**src/rtl/halfadd_arb_pkg.sv**
```systemverilog
// Shared types and constants for the half-adder arbiter.
// Latency: n/a (declarations only).
// Backpressure: n/a (declarations only).
package halfadd_arb_pkg;

    typedef enum logic [1:0] {
        IDLE = 2'd0,
        EXEC = 2'd1,
        RESP = 2'd2
    } arb_state_t;

    localparam int COUNT_W = 16;

endpackage

```
**src/rtl/half_adder_vec.sv**
```systemverilog
// Bitwise half adder across a W-bit vector: sum = a ^ b, carry = a & b.
// Latency: purely combinational, zero cycles.
// Backpressure: none; output follows input continuously.
module half_adder_vec #(
    parameter int W = 8
) (
    input  logic [W-1:0] a,
    input  logic [W-1:0] b,
    output logic [W-1:0] sum,
    output logic [W-1:0] carry
);

    // Per-bit sum and carry with no ripple between bit positions.
    always_comb begin
        sum   = a ^ b;
        carry = a & b;
    end

endmodule

```
**src/rtl/halfadd_arbiter.sv**
```systemverilog
// Round-robin share of one half-adder datapath among N_REQ requesters.
// Latency: grant in cycle t, response valid at t+2; one op per 3 cycles at best.
// Backpressure: response held stable until rsp_ready; no new grant until the cycle after the handshake.
module halfadd_arbiter
    import halfadd_arb_pkg::*;
#(
    parameter int N_REQ = 4,
    parameter int W     = 8,
    parameter int IDW   = $clog2(N_REQ)
) (
    input  logic                 clk,
    input  logic                 rst_n,
    input  logic [N_REQ-1:0]     req,
    input  logic [N_REQ*W-1:0]   a_flat,
    input  logic [N_REQ*W-1:0]   b_flat,
    output logic [N_REQ-1:0]     gnt,
    output logic                 rsp_valid,
    input  logic                 rsp_ready,
    output logic [IDW-1:0]       rsp_id,
    output logic [W-1:0]         rsp_sum,
    output logic [W-1:0]         rsp_carry,
    output logic [COUNT_W-1:0]   op_count
);

    arb_state_t           state_q;
    arb_state_t           state_d;
    logic [IDW-1:0]       last_gnt_q;
    logic [IDW-1:0]       cur_id;
    logic [W-1:0]         op_a;
    logic [W-1:0]         op_b;
    logic [COUNT_W-1:0]   op_count_q;

    logic [IDW-1:0]       pick_idx;
    logic [W-1:0]         pick_a;
    logic [W-1:0]         pick_b;
    logic                 take;
    logic [W-1:0]         ha_sum;
    logic [W-1:0]         ha_carry;

    // First set request bit searching upward from the slot after the last
    // winner, wrapping at N_REQ. The last winner itself is checked last, so a
    // requester that keeps req high drops to lowest priority.
    function automatic logic [IDW-1:0] rr_pick(input logic [N_REQ-1:0] r,
                                               input logic [IDW-1:0]   last);
        logic [IDW-1:0] idx;
        logic [IDW-1:0] cand;
        logic           found;
        idx   = last;
        found = 1'b0;
        for (int k = 1; k <= N_REQ; k++) begin
            cand = IDW'((int'(last) + k) % N_REQ);
            if (!found && r[cand]) begin
                idx   = cand;
                found = 1'b1;
            end
        end
        return idx;
    endfunction

    assign op_count = op_count_q;

    // Select the candidate winner and its operand pair from the flat buses.
    always_comb begin
        pick_idx = rr_pick(req, last_gnt_q);
        pick_a   = a_flat[int'(pick_idx)*W +: W];
        pick_b   = b_flat[int'(pick_idx)*W +: W];
    end

    // Next-state and grant decode; grant only ever leaves IDLE.
    always_comb begin
        state_d = state_q;
        gnt     = '0;
        take    = 1'b0;
        case (state_q)
            IDLE: begin
                if (|req) begin
                    gnt[pick_idx] = 1'b1;
                    take          = 1'b1;
                    state_d       = EXEC;
                end
            end
            EXEC:    state_d = RESP;
            RESP: begin
                if (rsp_ready) begin
                    state_d = IDLE;
                end
            end
            default: state_d = IDLE;
        endcase
    end

    // State register; reset aborts any in-flight operation.
    always_ff @(posedge clk or negedge rst_n) begin
        if (!rst_n) begin
            state_q <= IDLE;
        end else begin
            state_q <= state_d;
        end
    end

    half_adder_vec #(.W(W)) u_ha (
        .a     (op_a),
        .b     (op_b),
        .sum   (ha_sum),
        .carry (ha_carry)
    );

    // Operand capture on grant, result registration in EXEC, handshake in RESP.
    always_ff @(posedge clk or negedge rst_n) begin
        if (!rst_n) begin
            last_gnt_q <= IDW'(N_REQ - 1);
            cur_id     <= '0;
            op_a       <= '0;
            op_b       <= '0;
            rsp_valid  <= 1'b0;
            rsp_id     <= '0;
            rsp_sum    <= '0;
            rsp_carry  <= '0;
            op_count_q <= '0;
        end else begin
            if (take) begin
                op_a       <= pick_a;
                op_b       <= pick_b;
                cur_id     <= pick_idx;
                last_gnt_q <= pick_idx;
            end
            if (state_q == EXEC) begin
                rsp_sum   <= ha_sum;
                rsp_carry <= ha_carry;
                rsp_id    <= cur_id;
                rsp_valid <= 1'b1;
            end else if (state_q == RESP && rsp_ready) begin
                rsp_valid  <= 1'b0;
                op_count_q <= op_count_q + COUNT_W'(1);
            end
        end
    end

endmodule

```
**config.mk**
```make
export PLATFORM = sky130hd
export DESIGN_NAME = halfadd_arbiter
export DESIGN_NICKNAME = d
export VERILOG_FILES = /design/src/rtl/halfadd_arb_pkg.sv /design/src/rtl/half_adder_vec.sv /design/src/rtl/halfadd_arbiter.sv
export SDC_FILE = /design/constraint.sdc
export NUM_CORES = 1
export LEC_CHECK = 0
export CORE_MARGIN = 1.5
export CORE_UTILIZATION = 37
export DETAILED_ROUTE_END_ITERATION = 6
export GPL_ROUTABILITY_DRIVEN = 0
export PLACE_DENSITY = 0.69
export SETUP_SLACK_MARGIN = 0.02
export SLEW_MARGIN = 25
export SYNTH_ARGS = -nofsm -noshare
export SYNTH_HDL_FRONTEND = slang
export SYNTH_SLANG_ARGS = --single-unit
```
**constraint.sdc**
```tcl
create_clock -name clk -period 4.2 [get_ports clk]
set_clock_uncertainty 0.1 [all_clocks]
set_input_delay 1.05 -clock clk [delete_from_list [all_inputs] [get_ports clk]]
set_output_delay 1.05 -clock clk [all_outputs]
set_load 0.005 [all_outputs]
```
==> qor.yml <==
antenna_found_initial: 0
htreeDepth: 3
grtUsageTotal_pct: 16.8
startpoint_type: "input pin"
worstMarginPinSlew_ns: 0.796
critical_path.slowest_cell: "clkdlybuf4s50_1"
antenna_cells: 0
synth_top_area_cell: "dfrtp_1"
clkLatencyLatePin_ns: 0.33
postSynth.asyncResetShare_pct: 100
hold_viol_final: 0
p_leak_nw: 1.91
die-area_um2: 8510
crit_fanout: 7
utilization_pct: 55.8
port_buffers: 109
worst-path-buf-inv: 3
area_growth_pct: 46.3
hp-class: "reg -> reg"
root_buffer: "clkbuf_8"
post-place-ws_ns: 0.105
io_pins: 110
cts_tree: "built"
syn-num-nets: 317
grt_pass1_wl_um: 11000
post_drt_wl_per_cell_um: 14.6
p_comb_share_pct: 46.5
clock_path_buffers: 2
fmax_ghz: 0.245
r2r_slack_ns: 1.78
cp_top_family: "buffers and inverters"
synth.most_common_cell: "dfrtp_1"
p_int_w: 0.00176
dp_hpwl_um: 4940
crit_required_ns: 3.05
power_w: 0.00266
die_h_um: 92.3
yosys.area.top_type_share_pct: 46.7
clock-sinks: 57
syn_area_um2: 2950
clkTransAtPathRegs_ns: 0.06
grt_pass1_vias: 2268
synth_edf_count: 0
cp_cell_sequence: "clkdlybuf4s50_1 > nor4_1 > or3_1 > clkinv_4 > nand2b_1 > nor2_1 > clkdlybuf4s50_1"
irDropWorstVdd_uv: 308
drt_wl_total_um: 6680
yosysWarnings: 0
critPathMaxStageDelay_ns: 0.57
seq_power_share_pct: 33.7
nNetsFinal: 430
synth_seq_cells: 57
cts_buffers: 9
yosys-top-cells-area: "dfrtp_1 (47%), mux2i_1 (11%), o221ai_2 (8.1%)"
syn_inst: 237
synth.avg_cell_area_um2: 12.4
final_max_slew_viol_count: 0
power_switching_w: 0.000896
clock_power_share_pct: 19.8
fin_ws_ns: 0.123
relSlewSlack_pct: 46.9
min_period_ns: 4.08
finalSetupViolCount: 0
post_cts_buffers: 0
dr_total_vias: 2224
netlist_top_cells_count: "dfrtp_1 (55), mux2i_1 (33), nand2_1 (31)"
dieWidth_um: 92.3
start_util_pct: 38.2
cap_violations: 0
synth-seq-area-share_pct: 48.5
synth-main-ff-cell: "dfrtp_1"
drive_gt1_share_pct: 18.0
drcViolationCount: 0
overflow: 0
worstPathArrival_ns: 2.93
crit_top_cell: "clkdlybuf4s50_1"
vias_per_cell: 4.87
synth.distinct_cells: 38
tns_ns: 0
min_period_over_period_pct: 97.1
grt_setup_unrepaired: "no"
whs_ns: 0.370
grt_max_degree: 36
cellPowerDensity_nw_per_um2: 616
worst_setup_path_end_kind: "output port"
power_switching_share_pct: 33.7
status: "complete, no violations"
fp.coreArea_um2: 7730
rows: 32
ant_nets: 0
path_class: "in -> out"
drt_first_pass_iters: 4
first_iter_violations: 41
flip-flops by register name, indices dropped and copies added (netlist names):
| signal | flops |
|---|---|
| state_q | 2 |
| op_count | 16 |
| rsp_valid | 1 |
| cur_id | 2 |
| last_gnt_q | 2 |
| rsp_carry | 8 |
| rsp_sum | 8 |
| rsp_id | 2 |
| op_b | 8 |
| op_a | 8 |
worst paths after layout:
kind	from	to	depth (start not counted)
max	req[3]	gnt[0]	7
max reg2reg	last_gnt_q[0]	op_a[7]	6
min reg2reg	op_count[15]	op_count[15]	1
max in group asynchronous	rst_n	op_b[1]	2
min in group asynchronous	rst_n	op_count[12]	1
min	op_count[15]	op_count[15]	1
kinds of logic after synthesis:
group,after synthesis,share of synthesized area (%)
flip-flops,57,48.5
adder cells (fa/ha/maj),9,3.82
AND/OR/NAND/NOR,65,10.4
XOR/XNOR,15,4.45
multiplexers,51,18.1
AO/OA/AOI/OAI,24,10.1
buffers and inverters,16,4.67
per-layer routing:
layer	track usage, %	routed length, µm	vias to the layer above
met5	0	0	-
met4	7.95	108	0
met3	3.90	291	10
met2	26.6	3210	62
met1	21.5	3070	1079
li1	-	-	1073
worst reg2reg max path, delay by kind of cell, from the launching register on:
family	cells	cell delay [ns]
AOI/OAI and AO/OA	3	0.65
DFF	1	0.58
buffers and inverters	1	0.49
muxes	1	0.33
and+or+nand+nor	1	0.15
layout make-up:
cell class / instances / area, µm²
clock inverters: 2 / 35.0
flip-flops and latches: 57 / 1430
well taps: 102 / 128
inverters: 3 / 16.3
repair buffers: 115 / 1130
clock buffers: 14 / 173
fillers: 689 / 3410
multi-input cells: 164 / 1400
placed cells by master, fill, tap and decap left out, types with 2 or more instances in the layout:
cell type / instances
clkdlybuf4s50_1: 107
dfrtp_1: 55
mux2i_1: 33
nand2_1: 31
mux2_2: 18
o221ai_2: 16
xnor2_1: 12
clkbuf_8: 12
nor2_1: 11
ha_1: 9
buf_4: 6
nand4_1: 5
nand2b_1: 4
and3_1: 4
a21oi_1: 3
xor2_1: 3
nand3_1: 2
clkbuf_1: 2
dfstp_2: 2
stage by stage:
stage	std cells	area [µm²]
after detailed placement	441	4100
after CTS	457	4310
final	457	4320
after global routing	457	4320
after floorplan	237	2950
after global placement	441	4100
power groups by stage:
stage / Combinational, W / Sequential [W] / Clock (W)
floorplan: 0.000867 / 0.000879 / 0
global placement: 0.00123 / 0.000902 / 0
detailed placement: 0.00125 / 0.000904 / 0
CTS: 0.00126 / 0.000898 / 0.000541
global route: 0.00136 / 0.000923 / 0.000566
finish: 0.00123 / 0.000897 / 0.000527
timing repair:
action / CTS / global route
resized for setup: 0 / 1
hold endpoints to repair: 0 / 0
hold buffers: 0 / 0
setup endpoints to repair: 0 / 1
No activity file was read; power rests on OpenSTA's default activity.
